`config.mk`:
```
export PLATFORM = sky130hd
export DESIGN_NAME = fifo_wr_arb_rr_flat
export DESIGN_NICKNAME = d
export VERILOG_FILES = /design/src/rtl/fifo_wr_arb_rr_pkg.sv /design/src/rtl/fifo_wr_arb_rr_if.sv /design/src/rtl/fifo_wr_arb_rr_sel.sv /design/src/rtl/fifo_wr_arb_rr.sv /design/src/flat_wrapper.sv
export SDC_FILE = /design/constraint.sdc
export NUM_CORES = 1
export LEC_CHECK = 0
export ABC_AREA = 1
export CORE_MARGIN = 2
export CORE_UTILIZATION = 31
export CTS_BUF_LIST = sky130_fd_sc_hd__clkbuf_16
export DETAILED_ROUTE_END_ITERATION = 12
export GPL_TIMING_DRIVEN = 0
export HOLD_SLACK_MARGIN = 0.02
export PLACE_DENSITY = 0.83
export SETUP_SLACK_MARGIN = 0.15
export SYNTH_ARGS = -nofsm -noshare
export SYNTH_HDL_FRONTEND = slang
export SYNTH_SLANG_ARGS = --single-unit
```
`constraint.sdc`:
```
create_clock -name i_clk -period 1.9 [get_ports i_clk]
set_input_delay 0.19 -clock i_clk [delete_from_list [all_inputs] [get_ports i_clk]]
set_output_delay 0.19 -clock i_clk [all_outputs]
set_load 0.05 [all_outputs]
```
`src/rtl/fifo_wr_arb_rr_pkg.sv`:
```
// Shared types and helpers for the round-robin FIFO write-port arbiter.
package fifo_arb_pkg;

    // Port ownership state: waiting to arbitrate, or one producer owns the port.
    typedef enum logic [0:0] {
        ARB_IDLE = 1'b0,
        ARB_OWN  = 1'b1
    } arb_state_e;

    // Widest one-hot vector the helper can build; callers cast down to their width.
    localparam int unsigned ONEHOT_MAX = 64;

    // One-hot vector with bit idx set.
    function automatic logic [ONEHOT_MAX-1:0] onehot_from_idx(input int unsigned idx);
        return {{(ONEHOT_MAX-1){1'b0}}, 1'b1} << idx;
    endfunction

endpackage

```
`src/rtl/fifo_wr_arb_rr_if.sv`:
```
// Producer-side and FIFO-side signals of the write-port arbiter.
// The slave modport is the arbiter's view; the master modport is the environment's view.
interface fifo_wr_arb_rr_if #(
    parameter int REQ_NUM    = 4,
    parameter int DATA_WIDTH = 32,
    parameter int ID_WIDTH   = $clog2(REQ_NUM)
);
    logic [REQ_NUM-1:0]            i_req;
    logic [REQ_NUM*DATA_WIDTH-1:0] i_data;
    logic [REQ_NUM-1:0]            i_last;
    logic [REQ_NUM-1:0]            o_gnt;
    logic                          o_fifo_wr_en;
    logic [DATA_WIDTH-1:0]         o_fifo_wr_data;
    logic                          i_fifo_full;
    logic                          o_busy;
    logic [ID_WIDTH-1:0]           o_owner;

    modport slave (
        input  i_req, i_data, i_last, i_fifo_full,
        output o_gnt, o_fifo_wr_en, o_fifo_wr_data, o_busy, o_owner
    );

    modport master (
        output i_req, i_data, i_last, i_fifo_full,
        input  o_gnt, o_fifo_wr_en, o_fifo_wr_data, o_busy, o_owner
    );
endinterface

```
`src/rtl/fifo_wr_arb_rr_sel.sv`:
```
// Round-robin winner select: first requester after the last-served pointer.
// The request vector is doubled so the search ptr+1 .. ptr+REQ_NUM never has
// to wrap; a mask keeps only that window and a plain priority encode finishes it.
module arb_rr_sel #(
    parameter int REQ_NUM  = 4,
    parameter int ID_WIDTH = $clog2(REQ_NUM)
) (
    input  logic [REQ_NUM-1:0]  req,
    input  logic [ID_WIDTH-1:0] ptr,
    output logic [ID_WIDTH-1:0] winner,
    output logic                valid
);

    logic [2*REQ_NUM-1:0] req_dbl;
    logic [2*REQ_NUM-1:0] win_mask;
    logic [2*REQ_NUM-1:0] masked;

    // Keep only the REQ_NUM positions that follow the pointer.
    always_comb begin
        req_dbl  = {req, req};
        win_mask = '0;
        for (int i = 0; i < 2*REQ_NUM; i++) begin
            win_mask[i] = (i > int'(ptr)) && (i <= int'(ptr) + REQ_NUM);
        end
        masked = req_dbl & win_mask;
    end

    // Lowest set bit of the masked window wins; fold its position back into range.
    always_comb begin
        winner = '0;
        valid  = 1'b0;
        for (int i = 2*REQ_NUM-1; i >= 0; i--) begin
            if (masked[i]) begin
                winner = ID_WIDTH'(i % REQ_NUM);
                valid  = 1'b1;
            end
        end
    end

endmodule

```
`src/rtl/fifo_wr_arb_rr.sv`:
```
// Round-robin arbiter sharing one FIFO write port between REQ_NUM producers.
// One idle cycle arbitrates, then the owner streams up to BURST_LEN beats or
// until its i_last; a full FIFO stalls the owner in place without a timeout.
module fifo_wr_arb_rr
    import fifo_arb_pkg::*;
#(
    parameter int REQ_NUM    = 4,
    parameter int DATA_WIDTH = 32,
    parameter int BURST_LEN  = 4,
    parameter int ID_WIDTH   = $clog2(REQ_NUM),
    parameter int CNT_WIDTH  = $clog2(BURST_LEN + 1)
) (
    input  logic            i_clk,
    input  logic            i_rst_n,
    fifo_wr_arb_rr_if.slave bus
);

    arb_state_e            state_q, state_d;
    logic [ID_WIDTH-1:0]   owner_q, owner_d;
    logic [CNT_WIDTH-1:0]  cnt_q,   cnt_d;
    logic [ID_WIDTH-1:0]   ptr_q,   ptr_d;

    logic [ID_WIDTH-1:0]   sel_winner;
    logic                  sel_valid;
    logic                  req_own;
    logic                  last_own;
    logic                  burst_end;
    logic                  beat;
    logic [REQ_NUM-1:0]    gnt;
    logic [DATA_WIDTH-1:0] wr_data;

    arb_rr_sel #(
        .REQ_NUM  (REQ_NUM),
        .ID_WIDTH (ID_WIDTH)
    ) u_sel (
        .req    (bus.i_req),
        .ptr    (ptr_q),
        .winner (sel_winner),
        .valid  (sel_valid)
    );

    // Owner's request/last and whether a beat moves this cycle.
    always_comb begin
        req_own   = bus.i_req[owner_q];
        last_own  = bus.i_last[owner_q];
        burst_end = (cnt_q == CNT_WIDTH'(BURST_LEN - 1));
        beat      = (state_q == ARB_OWN) && req_own && !bus.i_fifo_full;
    end

    // Grant strobe and write data mux; data is forced to zero when nothing moves.
    always_comb begin
        gnt     = beat ? REQ_NUM'(onehot_from_idx(int'(owner_q))) : '0;
        wr_data = '0;
        for (int k = 0; k < REQ_NUM; k++) begin
            if (beat && (owner_q == ID_WIDTH'(k))) begin
                wr_data = bus.i_data[k*DATA_WIDTH +: DATA_WIDTH];
            end
        end
    end

    // Next-state: arbitrate in IDLE, count beats and decide burst exit in OWN.
    always_comb begin
        // NOTE: every _d takes its current value first, so no branch leaves one unassigned and no latch is inferred.
        state_d = state_q;
        owner_d = owner_q;
        cnt_d   = cnt_q;
        ptr_d   = ptr_q;
        case (state_q)
            ARB_IDLE: begin
                if (sel_valid) begin
                    owner_d = sel_winner;
                    cnt_d   = '0;
                    state_d = ARB_OWN;
                end
            end
            ARB_OWN: begin
                if (!req_own) begin
                    // Producer let go (possibly before its first beat): it forfeits the turn.
                    state_d = ARB_IDLE;
                    ptr_d   = owner_q;
                end else if (beat) begin
                    cnt_d = cnt_q + CNT_WIDTH'(1);
                    if (last_own || burst_end) begin
                        state_d = ARB_IDLE;
                        ptr_d   = owner_q;
                    end
                end
            end
            default: state_d = ARB_IDLE;
        endcase
    end

    // State, owner, beat count and last-served pointer registers.
    always_ff @(posedge i_clk or negedge i_rst_n) begin
        if (!i_rst_n) begin
            state_q <= ARB_IDLE;
            owner_q <= '0;
            cnt_q   <= '0;
            ptr_q   <= ID_WIDTH'(REQ_NUM - 1);
        end else begin
            // NOTE: non-blocking so every register samples the pre-edge values of the others.
            state_q <= state_d;
            owner_q <= owner_d;
            cnt_q   <= cnt_d;
            ptr_q   <= ptr_d;
        end
    end

    assign bus.o_gnt          = gnt;
    assign bus.o_fifo_wr_en   = beat;
    assign bus.o_fifo_wr_data = wr_data;
    assign bus.o_busy         = (state_q == ARB_OWN);
    assign bus.o_owner        = owner_q;

endmodule

```
`src/flat_wrapper.sv`:
```
// flat-port wrapper written by rule: the top's interface ports become plain ports
module fifo_wr_arb_rr_flat import fifo_arb_pkg::*;
#(
    parameter int REQ_NUM    = 4,
    parameter int DATA_WIDTH = 32,
    parameter int BURST_LEN  = 4,
    parameter int ID_WIDTH   = $clog2(REQ_NUM),
    parameter int CNT_WIDTH  = $clog2(BURST_LEN + 1)
)
  (i_clk, i_rst_n, bus_i_req, bus_i_data, bus_i_last, bus_i_fifo_full, bus_o_gnt, bus_o_fifo_wr_en, bus_o_fifo_wr_data, bus_o_busy, bus_o_owner);
  fifo_wr_arb_rr_if #(.REQ_NUM(REQ_NUM), .DATA_WIDTH(DATA_WIDTH), .ID_WIDTH(ID_WIDTH)) bus_i ();
  input  logic i_clk;
  input  logic i_rst_n;
  input wire logic [$bits(bus_i.i_req)-1:0] bus_i_req;
  input wire logic [$bits(bus_i.i_data)-1:0] bus_i_data;
  input wire logic [$bits(bus_i.i_last)-1:0] bus_i_last;
  input wire logic [$bits(bus_i.i_fifo_full)-1:0] bus_i_fifo_full;
  output wire logic [$bits(bus_i.o_gnt)-1:0] bus_o_gnt;
  output wire logic [$bits(bus_i.o_fifo_wr_en)-1:0] bus_o_fifo_wr_en;
  output wire logic [$bits(bus_i.o_fifo_wr_data)-1:0] bus_o_fifo_wr_data;
  output wire logic [$bits(bus_i.o_busy)-1:0] bus_o_busy;
  output wire logic [$bits(bus_i.o_owner)-1:0] bus_o_owner;
  assign bus_i.i_req = bus_i_req;
  assign bus_i.i_data = bus_i_data;
  assign bus_i.i_last = bus_i_last;
  assign bus_i.i_fifo_full = bus_i_fifo_full;
  assign bus_o_gnt = bus_i.o_gnt;
  assign bus_o_fifo_wr_en = bus_i.o_fifo_wr_en;
  assign bus_o_fifo_wr_data = bus_i.o_fifo_wr_data;
  assign bus_o_busy = bus_i.o_busy;
  assign bus_o_owner = bus_i.o_owner;
  fifo_wr_arb_rr #(.REQ_NUM(REQ_NUM), .DATA_WIDTH(DATA_WIDTH), .BURST_LEN(BURST_LEN), .ID_WIDTH(ID_WIDTH), .CNT_WIDTH(CNT_WIDTH)) u_core (.i_clk(i_clk), .i_rst_n(i_rst_n), .bus(bus_i));
endmodule
```
Word-level counts from Yosys, hierarchy flattened

Index checks and enable logic that the tools add are counted.

Flip-flop bits (word level): 8
Bits in writable memories: 0
Output and inout port bits: 40
Word-level logic and storage cells: 81
ROM bits: 0
Latch bits: 0
Memories kept: 0

Muxes and demuxes: 37
Multiply operators: 0
Eq/ne operators: 9
Add/sub/neg operators: 2
Shift-type cells: 1
Reduce and logical (&&, ||, !) cells: 15
Magnitude comparators: 11
Bitwise gates (word level): 2
Div/mod/pow operators: 0

Operator list:

| cell                  | count |
|---|---|
| $mux W32              | 4 |
| $le A4 B32 Y1 const A | 3 |
| $le A3 B32 Y1 const A | 2 |
| $le A2 B32 Y1 const A | 1 |
| $mux W2               | 11 |
| $mux W1               | 14 |
| $logic_and A1 B1 Y1   | 9 |
| $mux W3               | 3 |
| $and A8 B8 Y8         | 1 |
| $ne A2 B2 Y1 const B  | 4 |
| $pmux W3 S2           | 1 |
| $reduce_and A3 Y1     | 2 |
| $add A2 B3 Y4 const B | 1 |
| $bmux W1 S2           | 2 |
| $eq A2 B2 Y1 const B  | 2 |
| $gt A2 B2 Y1 const A  | 2 |
| $le A3 B4 Y1 const A  | 1 |
| $mux W4               | 1 |
| $shl A1 B2 Y4 const A | 1 |
| $add A3 B1 Y3 const B | 1 |
| $eq A3 B2 Y1 const B  | 1 |
| $lt A2 B3 Y1 const B  | 1 |
| $eq A2 B1 Y1 const B  | 1 |
| $gt A1 B2 Y1 const A  | 1 |
| other kinds (7)       | 7 |

Depth between registers and ports, before layout

Gate-level depths: netlist of the first run.

Depth after elaboration: 14
Mapped depth: 11

Cells and area by module

A second synthesis of the first run with hierarchy kept.

Cells, all modules: 287
Area total of the unflattened synthesis: 1884.3 µm²

Modules (own cells, without submodules):

| module         | instances | area an instance (µm²) | cells an instance | seq. area each (µm²) |
|---|---|---|---|---|
| fifo_wr_arb_rr | 1         | 1786.7                 | 266               | 202.7 |
| arb_rr_sel     | 1         | 97.6                   | 21                | 0.0 |

Worst setup path before layout of the first run

Ideal clock, no wire load.

Path kind: register to output
Start point: register u_core.owner_q[0], in the netlist u_core.bus.o_owner[0]
End point: output port bus_o_gnt[0]
Stages on the path, launching flop included: 9
Path slack: -0.650 ns
Required time: 1.710 ns
Path buffers: 2
Arrival time: 2.360 ns
Path through: dfrtp_1 buf_6 nand2_1 nand2_1 nand2_2 nand2_4 buf_6 nand2_4 nor3_1

Longest elaborated chain between the ends: 5

Ends and longest elaborated chain:

| item                             | RTL line              | text |
|---|---|---|
| start, declared                  | fifo_wr_arb_rr.sv:19  | `logic [ID_WIDTH-1:0] owner_q, owner_d;` |
| start signal, assigned           | fifo_wr_arb_rr.sv:103 | `owner_q <= owner_d;` |
| $bmux W1 S2                      | fifo_wr_arb_rr.sv:44  | `req_own = bus.i_req[owner_q];` |
| $mux W1 (implied by the code)    | fifo_wr_arb_rr.sv:44  |  |
| $logic_and A1 B1 Y1 (2 in a row) | fifo_wr_arb_rr.sv:47  | `beat = (state_q == ARB_OWN) && req_own && !bus.i_fifo_full;` |
| $mux W4 *                        | fifo_wr_arb_rr.sv:52  | `gnt = beat ? REQ_NUM'(onehot_from_idx(int'(owner_q))) : '0;` |
| end, declared                    | flat_wrapper.sv:18    | `output wire logic [$bits(bus_i.o_gnt)-1:0] bus_o_gnt;` |

Every way passes the cells marked *; elsewhere a longest branch is shown, timed or not. The select of a mux whose other input is x is not followed.

Worst setup path after layout of the first run

Start point: register u_core.owner_q[0], in the netlist u_core.bus.o_owner[0]
End point: output port bus_o_fifo_wr_data[19]

Longest elaborated chain between the ends: 9

Ends and longest elaborated chain:

| item                             | RTL line             | text |
|---|---|---|
| $bmux W1 S2                      | fifo_wr_arb_rr.sv:44 |  |
| $mux W1 (implied by the code)    | fifo_wr_arb_rr.sv:44 |  |
| $logic_and A1 B1 Y1 (2 in a row) | fifo_wr_arb_rr.sv:47 |  |
| $logic_and A1 B1 Y1              | fifo_wr_arb_rr.sv:55 | `if (beat && (owner_q == ID_WIDTH'(k))) begin` |
| $mux W32 (3 in a row)            | fifo_wr_arb_rr.sv:55 |  |
| $mux W32 *                       | fifo_wr_arb_rr.sv:55 |  |
| end, declared                    | flat_wrapper.sv:20   | `output wire logic [$bits(bus_i.o_fifo_wr_data)-1:0] bus_o_fifo_wr_data;` |

Marked as above.

==> flow_summary.toml, run 1 <==
[clock_network]
cts_tree = "done"
clockBufferDepth = 2
clk_pin_slew_worst_paths_ns = 0.04
cts_root_buffer = "clkbuf_16"
htreeDepth = 1
cts_inserted_buffers = 3
cts_hold_buf = 0
worstSkewPairLatency_ns = 0.24
clock_sinks = 8

[setup_path]
r2r-start = "u_core.bus.o_owner[0]"
crit_end = "bus_o_fifo_wr_data[19]"
start_kind = "register"
crit_required_ns = 1.71
cp_cell_sequence = "buf_12 -> clkinv_8 -> nand2_4 -> nand2_4 -> nand2_4 -> nand2_8 -> buf_16 -> buf_8 -> nand4_1 -> nand4_1 -> buf_6"
r2r_cells = 12
cpMostUsedCell = "nand2_4"
rrSetupSlack_ns = 0.18
worstPathArrival_ns = 1.85
crit_fanout = 10
rr_endpoint = "u_core.cnt_q[0]"
path_delay_family = "buffers and inverters"
critPathLaunch = "u_core.bus.o_owner[0]"
endpoint_kind = "output pin"
critPathBufInv = 5
path_class = "register to output pin"
slowest_stage = "dfrtp_2"
cp.depth = 11
cpPeakStageDelay_ns = 0.42

[drt]
via_count = 3481
drtIter0Drc = 316
via_per_inst = 6.17
routed_wl_um = 10900
routedWlPerCell_um = 19.3
drc = 0
first_pass_iters = 5
antenna_left = 0

[sta]
drv_slew = 0
whs_ns = 0.240
fmax_ghz = 0.490
final.setup.worst_slack_ns = -0.140
hold_viol = 0
worst_pin_slew_ns = 0.498
post-route-period-util_pct = 107
setup_violations = 34
rsz0062_at_grt = "yes"
fin_skew_ns = 0.00164
relSlewSlack_pct = 66.7
period_minus_slack_ns = 2.04

[power]
vdd_drop_max_uv = 1180
seqPwrFrac_pct = 5.4
p_leak_uw = 0.00178
p_clk_share_pct = 5.9
power_density_nw_per_um2 = 1420
p_sw_share_pct = 53.5
p_sw_uw = 3360
p_comb_share_pct = 88.7
p_total_uw = 6280
internal-power_uw = 2920

[grt]
grt_overflow = 0
grt_pass1_wl_um = 15400
grt_pass1_vias = 3245
grt_max_degree = 11
antenna_found_initial = 0
grt_usage_pct = 29.2

[placement]
portBuffers = 178
dp_hpwl_um = 7560
finalWeightedCongestion = 0.853
placed_area_sq_um = 3820

[floorplan]
die_w_um = 81.9
start_util_pct = 32.0
dieArea_sq_um = 6710
io_pins = 179
dieHeight_um = 81.9
rows = 28
core_sq_um = 5890

[synthesis]
yosysTopAreaCell = "nand4_1"
synth_nets = 427
netlist_instances = 286
synth_cell_types = 26
avgSynthCellArea_sq_um = 6.58
synth-seq-cells = 8
synth_area_leaders = "nand4_1 (53%), dfrtp_1 (8.0%), buf_6 (7.2%)"
ys_seq_area_share_pct = 10.8
yosysWarnings = 0
syn_area_sq_um = 1880
netlist.area_leader.share_pct = 53.2

[worst_hold_path]
hp-class = "primary input to async pin"

[final_layout]
synthToLayoutAreaGrowth_pct = 135
fill_cells = 434
register_area_sq_um = 206
n_antenna_cell = 0
multiInputGateArea_sq_um = 1450
final_area_sq_um = 4410
drive_above_1_share_pct = 26.4
fin_nets = 631

[status]
outcome = "finished with violations"
violations = "setup timing"

[job]
drv_cap = 0
[flip-flops by register name (all words and copies together) (netlist names)]
| name | cells |
|---|---|
| u_core.ptr_q | 2 |
| u_core.cnt_q | 3 |
| u_core.bus.o_owner | 2 |
| u_core.bus.o_busy | 1 |
[power by group through the flow]
stage | sequential [uW] | clock (uW) | combinational (uW)
after floorplan | 430 | 0 | 2780
final | 339 | 374 | 5570
after CTS | 334 | 373 | 4970
after detailed placement | 332 | 0 | 4220
after global routing | 343 | 384 | 5820
after global placement | 330 | 0 | 4170
[Yosys cell counts]
cell and n:
a21o_1 1, a21oi_1 3, buf_1 2, buf_12 1, buf_2 21, buf_4 2
buf_6 12, clkbuf_1 4, dfrtp_1 6, dfstp_2 2, ha_1 2, inv_1 7
inv_2 2, inv_4 1, nand2_1 25, nand2_2 3, nand2_4 2, nand2b_1 1
nand3_1 11, nand3b_1 1, nand4_1 160, nor2_1 4, nor2_2 3, nor3_1 3
o21ai_0 6, o21ai_2 1
[logic make-up (layout without fill, tap and decap cells)]
kind of cell,after synthesis,after routing,synth area share (%)
AO/OA/AOI/OAI,11,11,3.26
adder cells (fa/ha/maj),2,2,1.33
buffers and inverters,52,255,18.0
flip-flops,8,8,10.8
AND/OR/NAND/NOR,213,213,66.7
[metal layers]
| layer | GRT usage [%] | share of wire [%] | up-vias |
|---|---|---|---|
| met2 | 52.8 | 48 | 253 |
| met5 | 0 | 0 | - |
| li1 | - | - | 1569 |
| met4 | 10.0 | 2.4 | 0 |
| met3 | 4.62 | 11 | 27 |
| met1 | 34.8 | 38 | 1632 |
[area by class of cell]
type	instances	share of cell area, %
multi-input cells	226	33.0
inverters	10	1.25
well taps	75	2.13
clock buffers	3	1.70
clock inverters	1	0.0851
flip-flops and latches	8	4.68
repair buffers	199	47.8
plain buffers	42	9.36
[worst min path at each step]
stage	startpoint	end	slack (ns)	depth (start not counted)
after detailed placement	i_rst_n	u_core.bus.o_owner[0]	0.50	1
after global routing	i_rst_n	u_core.bus.o_owner[0]	0.29	1
after global placement	u_core.cnt_q[0]	u_core.cnt_q[0]	0.48	1
after floorplan	i_rst_n	u_core.bus.o_busy	-0.11	0
after CTS	i_rst_n	u_core.bus.o_owner[0]	0.25	1
final	i_rst_n	u_core.bus.o_owner[0]	0.24	1
[cells in the final DEF, fill, tap and decap left out, drive strengths merged]
cell type,n
dfrtp,6
nor2,7
nand4,160
nand2b,1
clkbuf,13
ha,2
nand3,11
clkdlybuf4s50,141
dfstp,2
inv,10
nand3b,1
a21oi,3
a21o,1
buf,90
o21ai,7
clkinv,1
nand2,30
nor3,3
[worst reg2reg max path: stages (launching register included)]
cell and delay (ns):
dfrtp_2 0.42, buf_12 0.14, clkinv_8 0.05, nand2_4 0.04
nand2_4 0.08, nand2_4 0.07, nand2_8 0.11, buf_8 0.15
nand2_8 0.09, buf_4 0.15, buf_4 0.14, nand3_1 0.08
o21ai_0 0.08
[per-stage QoR]
stage | utilization [%] | instances | worst slack [ns] | TNS (ns)
CTS | 71.3 | 556 | -0.128 | -3.41
floorplan | - | 286 | -0.0877 | -2.81
global route | 75.0 | 564 | -0.212 | -5.71
global placement | 64.9 | 539 | -0.693 | -23.04
finish | 75.0 | 564 | -0.140 | -3.43
detailed placement | 64.9 | 539 | -0.696 | -23.57
[what timing repair did]
action / in CTS / in global routing
gates resized for setup: 302 / 24
endpoints found under the hold margin: 0 / 0
cloned: 3 / 4
pin swaps: 11 / 17
endpoints found under the setup margin: 37 / 38
buffers inserted: 10 / 4
Note: power is estimated with default switching activity, not from simulation.
==> run 2, diff against run 1 <==
Settings changed: TNS_END_PERCENT set to 10.
==> run 2 against run 1 <==
Net effect: the run still ends with setup timing left; global-route usage down 2.7 points; critical path depth unchanged; clock power down 2%; non-clock buffer count down 2; register-to-register slack better by 0.14 ns; clock skew up 0.0021 ns; maximum frequency down 2.2%.
==> flow_summary.toml, run 2 (synthesis gave the netlist of run 1 again) <==
[setup_path]
critPathBufInv = 5
cp_cell_sequence = "buf_12 -> clkinv_8 -> nand2_2 -> nand2_2 -> nand2_4 -> nand2_8 -> clkbuf_16 -> clkbuf_16 -> nand4_1 -> nand4_1 -> buf_6"
slowest_stage = "dfrtp_2"
crit_required_ns = 1.71
path_class = "register to output pin"
cpPeakStageDelay_ns = 0.44
start_kind = "register"
r2r-start = "u_core.bus.o_owner[1]"
worstPathArrival_ns = 1.90
rr_endpoint = "u_core.ptr_q[1]"
endpoint_kind = "output pin"
rrSetupSlack_ns = 0.32
path_delay_family = "buffers and inverters"
crit_fanout = 6
r2r_cells = 9

[clock_network]
cts_tree = "done"
htreeDepth = 1
clock_sinks = 8
worstSkewPairLatency_ns = 0.24
cts_inserted_buffers = 3
cts_root_buffer = "clkbuf_16"
clk_pin_slew_worst_paths_ns = 0.04
clockBufferDepth = 2
cts_hold_buf = 0

[final_layout]
n_antenna_cell = 0
fin_nets = 629
fin_cells = 562
max_flop_register = "u_core.cnt_q"
synthToLayoutAreaGrowth_pct = 135
layout_common_cells = "nand4_1 (160), clkdlybuf4s50_1 (141), buf_6 (36), nand2_1 (21), buf_2 (19)"
largest_reg_flops = 3
final_common_cell = "nand4_1"
drive_above_1_share_pct = 25.7

[worst_hold_path]
hp-class = "primary input to async pin"

[sta]
hold_viol = 0
whs_ns = 0.241
fin_skew_ns = 0.00376
tns_ns = -5.07
fmax_ghz = 0.479
rsz0062_at_grt = "yes"
post-route-period-util_pct = 110
relSlewSlack_pct = 66.1
final.setup.worst_slack_ns = -0.186
setup_violations = 35
drv_slew = 0
worst_pin_slew_ns = 0.506
period_minus_slack_ns = 2.09

[status]
outcome = "finished with violations"
violations = "setup timing"

[placement]
finalWeightedCongestion = 0.883
placed_cells = 539
portBuffers = 178
dp_hpwl_um = 7530

[floorplan]
core_sq_um = 5890
io_pins = 179
rows = 28
start_util_pct = 32.0
dieArea_sq_um = 6710
die_w_um = 81.9
dieHeight_um = 81.9

[grt]
grt_overflow = 0
grt_usage_pct = 26.5
grt_max_degree = 11
grt_pass1_wl_um = 14300
grt_pass1_vias = 3109
antenna_found_initial = 0

[drt]
drtIter0Drc = 188
via_per_inst = 6.02
antenna_left = 0
routed_wl_um = 10800
drc = 0
first_pass_iters = 5
via_count = 3382
routedWlPerCell_um = 19.2

[power]
p_leak_uw = 0.00180
p_total_uw = 6350
power_density_nw_per_um2 = 1440
vdd_drop_max_uv = 1330

[job]
drv_cap = 0
[run 2: cell count changes in the layout (fill, tap and decap cells not counted), sizes merged]
cell    change
buf        -10
clkbuf      +8
[run 2: worst register-to-register path, cell delays in order, from the launching register on]
cell and delay, ns:
dfrtp_2 0.40, buf_4 0.19, nand2_1 0.15, inv_1 0.14
nand2_1 0.09, nand3_1 0.09, o21ai_2 0.16, nand2_1 0.12
nand2_1 0.10, nand2_1 0.06
[run 2: cell type report]
class                   count  area (sq um)
well taps                  75          93.8
fillers                   430          1470
clock inverters             1          3.75
multi-input cells         226          1430
inverters                  10          50.0
repair buffers            197          2170
flip-flops and latches      8           206
clock buffers               3          75.1
plain buffers              42           378
[run 2: worst max path at each step]
stage                                from                     end  slack [ns]  depth (start not counted)
floorplan           u_core.bus.o_owner[0]   bus_o_fifo_wr_data[0]       -0.09                         10
global placement          bus_i_fifo_full  bus_o_fifo_wr_data[31]       -0.70                          7
detailed placement           bus_i_req[1]  bus_o_fifo_wr_data[10]       -0.70                         10
CTS                 u_core.bus.o_owner[0]  bus_o_fifo_wr_data[31]       -0.15                         11
global route            u_core.bus.o_busy  bus_o_fifo_wr_data[31]       -0.26                          7
finish              u_core.bus.o_owner[0]   bus_o_fifo_wr_data[5]       -0.19                         11
[run 2: what timing repair did]
item | in CTS | in global routing
gates cloned | 0 | 12
endpoints found under the setup margin | 37 | 37
setup buffers | 0 | 7
pin swaps | 7 | 20
gates resized for setup | 271 | 27
endpoints found under the hold margin | 0 | 0
[run 2: power breakdown]
part | total, uW | switching, uW | internal (uW)
registers | 347 | 79.2 | 268
clock network | 365 | 90.5 | 275
logic | 5640 | 3160 | 2470
total | 6350 | 3330 | 3020
[run 2: stage by stage]
stage	utilization [%]	setup WS, ns	cell area, sq um
3_3_place_gp	64.8	-0.701	3810
6_report	75.0	-0.186	4410
4_1_cts	67.5	-0.151	3970
2_1_floorplan	-	-0.0877	1940
5_1_grt	75.0	-0.263	4410
3_5_place_dp	64.8	-0.695	3810
[run 2: layer usage]
layer  vias up  global-route usage (%)  wire length (um)
li1       1570                       -                 -
met4         0                    5.33               134
met5         -                       0                 0
met3        14                    4.18              1030
met1      1586                    32.7              4350
met2       212                    48.4              5260
